==> config.mk <==
export PLATFORM = sky130hd
export DESIGN_NAME = genius_sequencer
export DESIGN_NICKNAME = d
export VERILOG_FILES = /design/src/rtl/genius_pkg.sv /design/src/rtl/genius_lfsr.sv /design/src/rtl/genius_sequencer.sv
export SDC_FILE = /design/constraint.sdc
export NUM_CORES = 1
export LEC_CHECK = 0
export CORE_UTILIZATION = 55
export DETAILED_ROUTE_END_ITERATION = 12
export GPL_ROUTABILITY_DRIVEN = 1
export PLACE_DENSITY = 0.76
export RECOVER_POWER = 25
export SYNTH_ARGS = -nofsm -noshare
export SYNTH_HDL_FRONTEND = slang
export SYNTH_HIERARCHICAL = 1
export SYNTH_SLANG_ARGS = --single-unit
==> constraint.sdc <==
create_clock -name CLOCK -period 3.1 [get_ports CLOCK]
set_clock_uncertainty 0.1 [all_clocks]
set_input_delay 0.62 -clock CLOCK [delete_from_list [all_inputs] [get_ports CLOCK]]
set_output_delay 0.62 -clock CLOCK [all_outputs]
set_load 0.05 [all_outputs]
==> src/rtl/genius_pkg.sv <==
`default_nettype none
// +----------------------------------------------------------------------+
// | genius_pkg                                                           |
// | Shared types and helpers for the Genius (Simon) game engine.         |
// | Revision: 1.0                                                        |
// +----------------------------------------------------------------------+
package genius_pkg;

    localparam int          c_max_colors = 8;
    // Fibonacci taps 16,14,13,11 expressed as a bit mask over lfsr[15:0]
    localparam logic [15:0] c_lfsr_taps  = 16'hB400;

    typedef enum logic [2:0] {
        ST_IDLE     = 3'd0,
        ST_ADD      = 3'd1,
        ST_SHOW_ON  = 3'd2,
        ST_SHOW_OFF = 3'd3,
        ST_USER     = 3'd4,
        ST_WIN      = 3'd5,
        ST_LOSE     = 3'd6
    } state_t;

    function automatic logic [c_max_colors-1:0] onehot_decode(input logic [2:0] idx);
        return 8'b0000_0001 << idx;
    endfunction

    function automatic logic onehot_valid(input logic [c_max_colors-1:0] vec);
        return (vec != 8'd0) && ((vec & (vec - 8'd1)) == 8'd0);
    endfunction

endpackage
`default_nettype wire

==> src/rtl/genius_lfsr.sv <==
`default_nettype none
// +----------------------------------------------------------------------+
// | genius_lfsr                                                          |
// | Free-running 16-bit maximal Fibonacci LFSR, low byte exported.       |
// | Revision: 1.0                                                        |
// +----------------------------------------------------------------------+
module genius_lfsr
    import genius_pkg::*;
#(
    parameter logic [15:0] SEED = 16'hACE1
) (
    input  logic       clk,
    input  logic       rst,
    output logic [7:0] o_low_byte
);

    logic [15:0] r_lfsr;
    logic        w_feedback;

    assign w_feedback = ^(r_lfsr & c_lfsr_taps);

    always_ff @(posedge clk) begin
        if (rst) begin
            r_lfsr <= SEED;
        end else begin
            r_lfsr <= {r_lfsr[14:0], w_feedback};
        end
    end

    assign o_low_byte = r_lfsr[7:0];

endmodule
`default_nettype wire

==> src/rtl/genius_sequencer.sv <==
`default_nettype none
// +----------------------------------------------------------------------+
// | genius_sequencer                                                     |
// | Simon-style game engine: grows a random colour sequence, plays it    |
// | on one-hot lamps and checks the player's presses against it.         |
// | Revision: 1.0                                                        |
// +----------------------------------------------------------------------+
module genius_sequencer
    import genius_pkg::*;
#(
    parameter int          N_COLORS       = 4,
    parameter int          MAX_LEN        = 16,
    parameter int          SHOW_CYCLES    = 25000000,
    parameter int          GAP_CYCLES     = 12500000,
    parameter int          TIMEOUT_CYCLES = 150000000,
    parameter logic [15:0] LFSR_SEED      = 16'hACE1
) (
    input  logic                             CLOCK,
    input  logic                             reset,
    input  logic                             enter,
    input  logic [N_COLORS-1:0]              btn,
    output logic [N_COLORS-1:0]              leds,
    output logic [$clog2(MAX_LEN+1)-1:0]     level,
    output logic                             user_turn,
    output logic                             win,
    output logic                             lose
);

    localparam int c_cw   = $clog2(N_COLORS);
    localparam int c_lw   = $clog2(MAX_LEN + 1);
    localparam int c_aw   = (MAX_LEN > 1) ? $clog2(MAX_LEN) : 1;
    localparam int c_tmax = (TIMEOUT_CYCLES > SHOW_CYCLES)
                          ? ((TIMEOUT_CYCLES > GAP_CYCLES) ? TIMEOUT_CYCLES : GAP_CYCLES)
                          : ((SHOW_CYCLES > GAP_CYCLES) ? SHOW_CYCLES : GAP_CYCLES);
    localparam int c_tw   = $clog2(c_tmax + 1);

    localparam logic [c_tw-1:0] c_show_last    = c_tw'(SHOW_CYCLES - 1);
    localparam logic [c_tw-1:0] c_gap_last     = c_tw'(GAP_CYCLES - 1);
    localparam logic [c_tw-1:0] c_timeout_last = c_tw'(TIMEOUT_CYCLES - 1);

    state_t              r_state;
    state_t              w_state_next;
    logic [c_lw-1:0]     r_level;
    logic [c_lw-1:0]     r_play_idx;
    logic [c_lw-1:0]     r_check_idx;
    logic [c_tw-1:0]     r_timer;
    logic [c_cw-1:0]     r_ram [MAX_LEN];

    logic [7:0]          w_rand;
    logic [c_cw-1:0]     w_new_color;
    logic [N_COLORS-1:0] w_play_1h;
    logic [N_COLORS-1:0] w_expect_1h;
    logic                w_show_done;
    logic                w_gap_done;
    logic                w_timeout;
    logic                w_btn_none;
    logic                w_press_ok;
    logic                w_last;

    logic [N_COLORS-1:0] r_leds;
    logic                r_user_turn;
    logic                r_win;
    logic                r_lose;
    logic [N_COLORS-1:0] w_leds_next;
    logic                w_user_turn_next;
    logic                w_win_next;
    logic                w_lose_next;

    genius_lfsr #(
        .SEED       (LFSR_SEED)
    ) u_lfsr (
        .clk        (CLOCK),
        .rst        (reset),
        .o_low_byte (w_rand)
    );

    assign w_new_color = c_cw'(w_rand % 8'(N_COLORS));
    assign w_play_1h   = N_COLORS'(onehot_decode(3'(r_ram[r_play_idx[c_aw-1:0]])));
    assign w_expect_1h = N_COLORS'(onehot_decode(3'(r_ram[r_check_idx[c_aw-1:0]])));

    assign w_show_done = (r_timer == c_show_last);
    assign w_gap_done  = (r_timer == c_gap_last);
    assign w_timeout   = (r_timer == c_timeout_last);
    assign w_btn_none  = (btn == '0);
    assign w_press_ok  = onehot_valid(8'(btn)) && (btn == w_expect_1h);
    assign w_last      = (r_check_idx == (r_level - c_lw'(1)));

    // State register plus registered outputs (decoded from the next state
    // so they line up with the state they describe)
    always_ff @(posedge CLOCK) begin
        if (reset) begin
            r_state     <= ST_IDLE;
            r_leds      <= '0;
            r_user_turn <= 1'b0;
            r_win       <= 1'b0;
            r_lose      <= 1'b0;
        end else begin
            r_state     <= w_state_next;
            r_leds      <= w_leds_next;
            r_user_turn <= w_user_turn_next;
            r_win       <= w_win_next;
            r_lose      <= w_lose_next;
        end
    end

    always_comb begin
        w_state_next = r_state;
        case (r_state)
            ST_IDLE, ST_WIN, ST_LOSE: begin
                if (enter) w_state_next = ST_ADD;
            end
            ST_ADD: begin
                w_state_next = ST_SHOW_OFF;
            end
            ST_SHOW_OFF: begin
                if (w_gap_done) begin
                    w_state_next = (r_play_idx < r_level) ? ST_SHOW_ON : ST_USER;
                end
            end
            ST_SHOW_ON: begin
                if (w_show_done) w_state_next = ST_SHOW_OFF;
            end
            ST_USER: begin
                if (w_btn_none) begin
                    if (w_timeout) w_state_next = ST_LOSE;
                end else if (w_press_ok) begin
                    if (w_last) begin
                        w_state_next = (r_level == c_lw'(MAX_LEN)) ? ST_WIN : ST_ADD;
                    end
                end else begin
                    w_state_next = ST_LOSE;
                end
            end
            default: w_state_next = ST_IDLE;
        endcase
    end

    always_comb begin
        w_leds_next      = '0;
        w_user_turn_next = 1'b0;
        w_win_next       = 1'b0;
        w_lose_next      = 1'b0;
        case (w_state_next)
            ST_SHOW_ON: w_leds_next      = w_play_1h;
            ST_USER:    w_user_turn_next = 1'b1;
            ST_WIN:     w_win_next       = 1'b1;
            ST_LOSE:    w_lose_next      = 1'b1;
            default:    ;
        endcase
    end

    // Sequence datapath: level, playback/check indices and the shared timer
    always_ff @(posedge CLOCK) begin
        if (reset) begin
            r_level     <= '0;
            r_play_idx  <= '0;
            r_check_idx <= '0;
            r_timer     <= '0;
        end else begin
            case (r_state)
                ST_IDLE, ST_WIN, ST_LOSE: begin
                    if (enter) begin
                        r_level <= '0;
                        r_timer <= '0;
                    end
                end
                ST_ADD: begin
                    r_level    <= r_level + c_lw'(1);
                    r_play_idx <= '0;
                    r_timer    <= '0;
                end
                ST_SHOW_OFF: begin
                    if (w_gap_done) begin
                        r_timer     <= '0;
                        r_check_idx <= '0;
                    end else begin
                        r_timer <= r_timer + c_tw'(1);
                    end
                end
                ST_SHOW_ON: begin
                    if (w_show_done) begin
                        r_timer    <= '0;
                        r_play_idx <= r_play_idx + c_lw'(1);
                    end else begin
                        r_timer <= r_timer + c_tw'(1);
                    end
                end
                ST_USER: begin
                    if (w_btn_none) begin
                        r_timer <= r_timer + c_tw'(1);
                    end else if (w_press_ok) begin
                        r_timer     <= '0;
                        r_check_idx <= r_check_idx + c_lw'(1);
                    end
                end
                default: ;
            endcase
        end
    end

    always_ff @(posedge CLOCK) begin
        if (r_state == ST_ADD) begin
            r_ram[r_level[c_aw-1:0]] <= w_new_color;
        end
    end

    // Lamps echo the buttons combinationally while the player is answering
    assign leds      = (r_state == ST_USER) ? btn : r_leds;
    assign level     = r_level;
    assign user_turn = r_user_turn;
    assign win       = r_win;
    assign lose      = r_lose;

endmodule
`default_nettype wire

==> results by stage <==
Run status:
- The run finished with clean final reports.

Timing:
- The final max-slew violation count is 0.
- Setup repair after global routing could not meet its margin everywhere.
- The routed design could run at a clock period as short as between 3000 and 4000 ps.
- The maximum achievable frequency is between 300 and 400 MHz.
- The final-report hold violation count is 0.
- The relative slew slack is 19.25%.
- The count of final setup violators is 0.
- Dividing the final minimum period by the clock period gives between 90% and 100%.
- The actual slew at the worst max-slew pin is 1211 ps.

GRT:
- The total routing resource utilization after global routing is between 20% and 30%.
- The first global-routing pass estimated approximately 19 mm of wire.
- The overall overflow remaining after global route is 0.
- The via count of the first global-routing pass is 3802.
- The maximum number of pins on one net before global-route repair is 32.
- The initial antenna violation count came to 0.

Setup path:
- Among the stages of the critical path, the cell type that occurs most often is sky130_fd_sc_hd__buf_4.
- STA classifies the critical path endpoint as a register.
- For the worst setup path, the data arrival time is 3240 ps.
- The required time at the endpoint of the critical path is between 3000 and 4000 ps.
- By startpoint and endpoint, the worst setup path is classified as reg -> reg.
- The nature of the critical path startpoint is a register.
- Traced cell by cell, the critical path runs through buf_4, mux4_2, mux2_4, nor2_1, or4_4, o32a_1, and2_4, buf_4, or3_4, a21oi_2.
- The critical-path cell with the highest stage delay is sky130_fd_sc_hd__or4_4.
- Of all nets on the critical path, the largest fanout is 15.
- For this run, the slowest stage of the critical path takes around 510 ps.

Finish:
- The final instance area is approximately 6000 um^2.
- Leaving out fill and tap cells, the most frequent cell in the layout is sky130_fd_sc_hd__dfxtp_1.
- For this run, the share of the core covered by cells in the final layout is roughly 65%.
- The repair_antennas step left the layout with diodes totalling 0.
- The layout has ~750 filler cells.
- Cells with a size suffix above 1 make up around 16% of the layout.
- In the layout the commonest cells are sky130_fd_sc_hd__dfxtp_1 (75), sky130_fd_sc_hd__nor2_1 (54), sky130_fd_sc_hd__nand2_1 (36).
- The area growth from synthesis to layout is 13.08%.
- The count of placed standard cells in the final layout, fillers left out is 697.
- For this run, the post-layout net count is roughly 580.

Power and ir drop:
- The switching power total is a little over 700 uW.
- The switching fraction of total power is a little over a quarter.
- The share of total power dissipated in sequential elements is about three fifths.
- Per report_power, the combinational group accounts for under 10% of the total.
- The cell internal power dissipation is 1.931 mW.
- The clock network accounts for roughly a third of the total power.
- The power density of the placed cells is 437.9 nW/um^2.
- The worst-case IR drop observed on VDD is 208.3 uV.
- Summed over all cells, the static leakage comes to about 2.0 nW.

Detailed routing:
- The DRC violations left is 0.
- The final layout contains routed wiring with a total length of approximately 11 mm.
- The count of nets left with antenna violations once routing finished came out at 0.
- In the routed layout, each cell is associated on average with a via count of a little under 6.
- After the first detailed-routing iteration, the DRC count stood at 217.
- In the final routed layout, each cell accounts on average for roughly 16 um.
- Summing over every cut layer, the via total after detailed routing is 4105.
- Before antenna repair, the detailed router went through 4 iterations.

Die:
- The core region is 9328 um^2.
- Measured along the y axis, the die boundary spans ~100 um.
- The die covers just over 10000 um^2.
- The die is between 100 and 150 um wide.
- The site row count is 35.
- The effective utilization at floorplan is between 50% and 60%.
- Pin placement for this block handled 19 I/O pins.

CTS:
- The clock buffer count from CTS is 9.
- Counting along the longest clock path gives a buffer depth of 2.
- The TritonCTS sink count is approximately 110.
- The clock-pin slew on the worst setup and hold paths is approximately 120 ps.
- The depth of the CTS H-tree is 3.
- For the worst-skew pair, the clock arrives at the later sink with an insertion delay of 380 ps.
- In this run the post-CTS setup repair buffer count came out at 0.
- TritonCTS built the clock tree.
- The cell sitting at the root of the clock tree is a sky130_fd_sc_hd__clkbuf_8.

Placed design:
- The HPWL after detailed placement is between 8 and 9 mm.
- After detailed placement, the total cell area comes to 5766 um^2.
- The count of buffers added on input and output ports is 18.
- The global placer's final weighted congestion is around 0.90.
- The cell total after placement is between 600 and 700.

Synthesis:
- During synthesis, Yosys emitted a total of 6 warnings.
- The synthesized instance count is approximately 530.
- In this run the mean area of a mapped cell was about 10 um^2.
- The total nets after synthesis is 550.
- The cell area that synthesis handed to floorplanning was approximately 5300 um^2.

Worst hold path:
- The type of the worst min-delay path is reg -> reg.

Run:
- The number of max-cap violations is 0.
[area by class of cell]
cell class | instances | area [um^2] | share of cell area, %
Tap cell | 129 | 161.4 | 2.675
Inverter | 17 | 63.81 | 1.057
Clock inverter | 7 | 76.32 | 1.265
Sequential cell | 109 | 2507 | 41.55
Clock buffer | 9 | 123.9 | 2.053
Multi-Input combinational cell | 381 | 2720 | 45.08
Timing Repair Buffer | 45 | 381.6 | 6.324
[final timing paths]
path / startpoint / endpoint / slack, ps / cells past startpoint
worst max-delay path: register / r_timer[10] / 80 / 10
worst min-delay path: u_lfsr/r_lfsr[14] / u_lfsr/r_lfsr[15] / 310 / 1
worst max register to register: register / r_timer[10] / 80 / 10
worst min register to register: u_lfsr/r_lfsr[14] / u_lfsr/r_lfsr[15] / 310 / 1
[timing repair]
action | 4_1_cts | 5_1_grt
pin swaps | 1 | 2
cloned | 0 | 0
gates resized for setup | 2 | 13
setup endpoints to repair | 10 | 20
hold buffers | 0 | 0
[power by group through the flow]
stage | Combinational, mW | Clock (mW) | Sequential [mW]
CTS | 0.237 | 0.879 | 1.54
finish | 0.241 | 0.866 | 1.54
detailed placement | 0.235 | 0 | 1.57
floorplan | 0.166 | 0 | 1.55
global route | 0.264 | 0.941 | 1.54
global placement | 0.231 | 0 | 1.57
[worst max-delay path, delay by kind of cell (launching register included)]
family          cells  cell delay (ps)
mux                 2              500
compound gates      2              520
buf+inv             2              340
simple gates        4             1120
flops               1              380
[per-stage QoR]
step	TNS [ps]	total power, mW	worst slack, ps	hold WS [ps]
4_1_cts	0	2.653	33.52	321.8
3_3_place_gp	-1911	1.798	-159.0	286.2
2_1_floorplan	0	1.717	141.0	283.2
6_report	0	2.643	78.25	310.1
3_5_place_dp	-3250	1.805	-219.3	296.8
5_1_grt	-8.444	2.747	-8.444	337.5
[per-layer routing]
metal / vias to the layer above / track usage [%] / share of wire, %
met5: - / 0 / 0
met4: 0 / 9.922 / 2.3
met3: 17 / 2.705 / 4.6
met2: 128 / 39.88 / 49
met1: 1948 / 32.78 / 44
li1: 2012 / - / -
[state kept, by name (all words and copies together), names as in the netlist, named ones only]
signal         count
win                1
u_lfsr/r_lfsr     16
r_leds             4
r_check_idx        5
r_timer           28
user_turn          1
level              5
r_play_idx         5
r_state            3
r_ram             32
lose               1
(Power assumes the default switching activity.)
==> edit 1, RTL diff (same settings) <==
Add an input register stage for `enter` and `btn`, cleared by the reset; this delays them by one clock.
--- a/src/rtl/genius_sequencer.sv
+++ b/src/rtl/genius_sequencer.sv
@@ -38,6 +38,19 @@
     localparam logic [c_tw-1:0] c_gap_last     = c_tw'(GAP_CYCLES - 1);
     localparam logic [c_tw-1:0] c_timeout_last = c_tw'(TIMEOUT_CYCLES - 1);
 
+    logic enter_q;
+    logic [N_COLORS-1:0] btn_q;
+
+    always_ff @(posedge CLOCK) begin
+        if (reset) begin
+            enter_q <= '0;
+            btn_q   <= '0;
+        end else begin
+            enter_q <= enter;
+            btn_q   <= btn;
+        end
+    end
+
     state_t              r_state;
     state_t              w_state_next;
     logic [c_lw-1:0]     r_level;
@@ -81,8 +94,8 @@
     assign w_show_done = (r_timer == c_show_last);
     assign w_gap_done  = (r_timer == c_gap_last);
     assign w_timeout   = (r_timer == c_timeout_last);
-    assign w_btn_none  = (btn == '0);
-    assign w_press_ok  = onehot_valid(8'(btn)) && (btn == w_expect_1h);
+    assign w_btn_none  = (btn_q == '0);
+    assign w_press_ok  = onehot_valid(8'(btn_q)) && (btn_q == w_expect_1h);
     assign w_last      = (r_check_idx == (r_level - c_lw'(1)));
 
     // State register plus registered outputs (decoded from the next state
@@ -107,7 +120,7 @@
         w_state_next = r_state;
         case (r_state)
             ST_IDLE, ST_WIN, ST_LOSE: begin
-                if (enter) w_state_next = ST_ADD;
+                if (enter_q) w_state_next = ST_ADD;
             end
             ST_ADD: begin
                 w_state_next = ST_SHOW_OFF;
@@ -159,7 +172,7 @@
         end else begin
             case (r_state)
                 ST_IDLE, ST_WIN, ST_LOSE: begin
-                    if (enter) begin
+                    if (enter_q) begin
                         r_level <= '0;
                         r_timer <= '0;
                     end
@@ -205,7 +218,7 @@
     end
 
     // Lamps echo the buttons combinationally while the player is answering
-    assign leds      = (r_state == ST_USER) ? btn : r_leds;
+    assign leds      = (r_state == ST_USER) ? btn_q : r_leds;
     assign level     = r_level;
     assign user_turn = r_user_turn;
     assign win       = r_win;
Behaviour: not the same (Yosys sat finds a counterexample within 4 cycles, from zero or initial values and one cycle with reset high).
==> edit 1 against the unedited design <==
- routed wire length is 5.4% higher
- synthesized cell count decreased by 1.3%
- design area up 5.3%
- sequential cell count increased by 5
- setup slack improved by 53 ps
- sequential power up 5%
- die area rose by 2.3%
- via count decreased by 0.61%
- clock power is 110% higher
- area after synthesis rose by 2.3%
- final cell count rose by 0.29%
- power grew 38%
- worst hold slack lost 9.9 ps
- highest routed layer unchanged
==> edit 1: results (changes against the unedited design) <==
stage	metric	value	unit	change
global_routing	met3 Resource Use GR	8.14	%	was 2.70%
routing	drt first pass iters	5		was 4
routing	met3 WL	814	um	was 526 um
cells_and_area	Antenna diodes	0		unchanged
min_path	worst min path class	reg2reg		unchanged
clocking	total CTS buffers	17		was 9
global_routing	met2 global-route usage	40.5	%	was 39.9%
global_routing	antenna violations before repair	0		unchanged
pwr	P_comb	0.207	mW	was 0.241 mW
critical_path	CP max-delay cell	or4_1		was or4_4
clocking	Root Buffer	clkbuf_8		unchanged
synth	Post-Syn Nets	543		was 550
clocking	Worst-path clk slew	50	ps	was 120 ps
pwr	Pint	2.84	mW	was 1.93 mW
routing	initial drt markers	246		was 217
global_routing	met1 Use GR	31.9	%	was 32.8%
routing	Top Layer Used	met4		unchanged
timing	Worst Hold Slack	300	ps	was 310 ps
pwr	maximum VDD drop	0.500	mV	was 0.208 mV
critical_path	reg-to-reg setup timing slack	130	ps	was 80 ps
cells_and_area	layout cells sized above 1	13.8	%	was 16.4%
placement	# port buffers	18		unchanged
min_path	hold_sp	u_lfsr/r_lfsr[9]		was u_lfsr/r_lfsr[14]
pwr	Seq pwr share	44.3	%	was 58.1%
clocking	H-Tree Depth	4		was 3
routing	met2 wire length	5770	um	was 5600 um
clocking	CTS max path bufs	2		unchanged
pwr	LEAKAGE	2.26	nW	was 1.97 nW
placement	dpl hpwl	8330	um	was 8440 um
global_routing	total global-route track usage	25.4	%	was 24.2%
min_path	hold path cells	1		unchanged
cells_and_area	max FFs per register	32		unchanged
critical_path	Worst EP arrival	3310	ps	was 3240 ps
status	status	completed		unchanged
global_routing	first-pass GRT wire length	19400	um	was 18900 um
critical_path	Worst Path Max Fanout	5		was 15
routing	wl on met1	5210	um	was 5030 um
clocking	setup repair bufs after CTS	0		unchanged
routing	vias	4080		was 4105
clocking	clock latency on the worst-skew pair	540	ps	was 380 ps
critical_path	worst r2r path cells	8		was 10
cells_and_area	# nets final	571		was 581
timing	Post-Route Setup TNS	0	ps	unchanged
critical_path	delay-heaviest family, CP	simple AND/OR/NAND/NOR gates		unchanged
routing	Avg WL per Cell	17.2	um	was 16.4 um
synth	Synth Warn #	6		unchanged
min_path	WHS Endpoint	u_lfsr/r_lfsr[10]		was u_lfsr/r_lfsr[15]
placement	Final GP Congestion	0.953		was 0.898
global_routing	vias in the first global route	3899		was 3802
critical_path	Worst path max stage delay	540	ps	was 510 ps
global_routing	pin count of the biggest net entering global routing	27		was 32
timing	pin slew with the least headroom to its limit	720	ps	was 1210 ps
clocking	post-CTS sizing	2		unchanged
critical_path	R2R Path End	r_leds[2]		was r_timer[10]
==> edit 1: per-stage QoR <==
step                      worst slack, ps  power (mW)  cells  area [um^2]
final                                 132        3.65    699         6360
after global routing                 13.8        3.75    699         6360
after CTS                            97.9        3.67    696         6320
after detailed placement             39.7        1.85    664         5760
after global placement                149        1.84    664         5760
after floorplan                       229        1.79    525         5460
==> edit 1: final cells by class <==
class,instances,area (um^2)
clock buffer,26,468
clock inverter,6,82.6
fill,716,3330
inverter,10,37.5
multi-input combinational,375,2690
sequential,114,2610
tap,133,166
timing repair buffer,35,303
==> edit 1: worst max-delay path by stage <==
stage          startpoint          end  slack, ps  depth (start not counted)
2_1_floorplan    register  r_timer[17]        230                         11
3_3_place_gp     register  r_timer[18]        150                          9
4_1_cts          register    r_leds[2]        100                          7
3_5_place_dp     register    r_leds[2]         40                          8
5_1_grt          register  r_timer[20]         10                         10
6_report         register    r_leds[2]        130                          8
==> edit 2, RTL diff (same settings) <==
Without the edit above. `MAX_LEN`: 16 -> 8.
--- a/src/rtl/genius_sequencer.sv
+++ b/src/rtl/genius_sequencer.sv
@@ -9,7 +9,7 @@
     import genius_pkg::*;
 #(
     parameter int          N_COLORS       = 4,
-    parameter int          MAX_LEN        = 16,
+    parameter int          MAX_LEN        = 8,
     parameter int          SHOW_CYCLES    = 25000000,
     parameter int          GAP_CYCLES     = 12500000,
     parameter int          TIMEOUT_CYCLES = 150000000,
Interface: changed (resized level); port bits go from 19 to 18. The function was not compared with the original's and may differ.
==> edit 2 against the unedited design <==
- setup slack improved by 160 ps
- routed wire length is 23% lower
- worst hold slack got worse by 1.5 ps
- core utilization shrank 0.076 points
- non-clock buffer count down 13
- design area is 22% lower
- fmax is 5.5% higher
- sequential cell count is 21 lower
- area after synthesis fell by 21%
- power down 15%
==> edit 2: results (changes against the unedited design) <==
stage	metric	value	unit	change
routing	initial drt markers	272		was 217
cells_and_area	Top reg by flops	r_timer		
clocking	H-Tree Depth	3		unchanged
min_path	worst min path class	reg2reg		unchanged
global_routing	first-pass GRT wire length	14400	um	was 18900 um
clocking	CTS max path bufs	2		unchanged
clocking	# hold bufs at CTS	0		unchanged
timing	Tmin final	2860	ps	was 3020 ps
routing	drt first pass iters	4		unchanged
cells_and_area	Layout fillers	582		was 747
synth	Post-Syn Nets	454		was 550
critical_path	worst r2r path cells	8		was 10
critical_path	Setup crit end	r_timer[9]		was r_timer[10]
cells_and_area	layout cells sized above 1	10.4	%	was 16.4%
global_routing	total global routing overflow	0		unchanged
clocking	Root Buffer	clkbuf_8		unchanged
clocking	Worst-path clk slew	100	ps	was 120 ps
pwr	maximum VDD drop	0.208	mV	about the same
timing	pin slew with the least headroom to its limit	995	ps	was 1210 ps
min_path	hold path cells	1		unchanged
routing	vias	3440		was 4105
cells_and_area	max FFs per register	28		was 32
pwr	Net Sw Frac	28.4	%	was 26.9%
critical_path	R2R Path End	r_timer[9]		was r_timer[10]
critical_path	Worst Path Max Fanout	7		was 15
min_path	hold_sp	u_lfsr/r_lfsr[14]		unchanged
pwr	LEAKAGE	1.57	nW	was 1.97 nW
routing	Avg WL per Cell	15.4	um	was 16.4 um
status	status	completed		unchanged
global_routing	pin count of the biggest net entering global routing	26		was 32
critical_path	Worst EP arrival	3060	ps	was 3240 ps
placement	dpl ws	104	ps	was -219 ps
placement	dpl hpwl	6270	um	was 8440 um
synth	Synth Warn #	6		unchanged
clocking	clock latency on the worst-skew pair	360	ps	was 380 ps
global_routing	antenna violations before repair	0		unchanged
critical_path	Setup CP Type	reg2reg		unchanged
clocking	total CTS buffers	9		unchanged
global_routing	total global-route track usage	23.5	%	was 24.2%
cells_and_area	# nets final	480		was 581
cells_and_area	Antenna diodes	0		unchanged
global_routing	vias in the first global route	3042		was 3802
placement	# port buffers	17		was 18
critical_path	reg-to-reg setup timing slack	240	ps	was 80 ps
placement	Final GP Congestion	0.824		was 0.898
[edit 2: how the worst min path moves through the flow]
| stage | to |
|---|---|
| final | u_lfsr/r_lfsr[15] |
| after global routing | u_lfsr/r_lfsr[10] |
| after CTS | u_lfsr/r_lfsr[10] |
| after detailed placement | u_lfsr/r_lfsr[10] |
| after global placement | u_lfsr/r_lfsr[10] |
| after floorplan | u_lfsr/r_lfsr[10] |
[edit 2: per-stage QoR]
| stage | instances | power [mW] | instance area [um^2] | hold slack (ps) |
|---|---|---|---|---|
| after floorplan | 439 | 1.44 | 4220 | 283 |
| after detailed placement | 552 | 1.51 | 4530 | 294 |
| after CTS | 568 | 2.27 | 4720 | 316 |
| after global placement | 552 | 1.50 | 4530 | 287 |
| after global routing | 569 | 2.35 | 4740 | 328 |
| final | 569 | 2.25 | 4740 | 309 |
[edit 2: cell type report]
type,count,area [um^2],area share [%]
multi-input combinational,322,2180,46.0
sequential,88,1920,40.6
timing repair buffer,32,278,5.86
clock buffer,9,124,2.61
tap,99,124,2.61
clock inverter,7,66.3,1.40
inverter,12,45.0,0.951
[edit 2: power groups by stage]
stage / Combinational [mW] / Sequential, mW / Clock [mW]
4_1_cts: 0.244 / 1.24 / 0.784
3_3_place_gp: 0.236 / 1.26 / 0
3_5_place_dp: 0.241 / 1.27 / 0
6_report: 0.243 / 1.24 / 0.769
2_1_floorplan: 0.190 / 1.25 / 0
5_1_grt: 0.270 / 1.25 / 0.836
[edit 2: metal layers]
| metal | share of wire (%) | track usage, % | wire [um] | vias up |
|---|---|---|---|---|
| met2 | 50 | 39.4 | 4350 | 81 |
| li1 | - | - | - | 1678 |
| met5 | 0 | 0 | 0 | - |
| met1 | 45 | 30.1 | 3940 | 1668 |
| met3 | 4.0 | 4.48 | 348 | 13 |
| met4 | 1.5 | 9.38 | 129 | 0 |
[edit 2: repair_timing]
item                       CTS  global route
buffers inserted             0             1
gates resized for setup      0             2
setup endpoints to repair    0             5
[edit 2: critical path: stages, from the launching register on]
cell and delay (ps):
dfxtp_2 390, mux4_1 580, mux2i_2 270, mux2i_1 160, o211ai_4 320, buf_4 220
o21ai_2 100, or4_1 520, a21oi_1 150
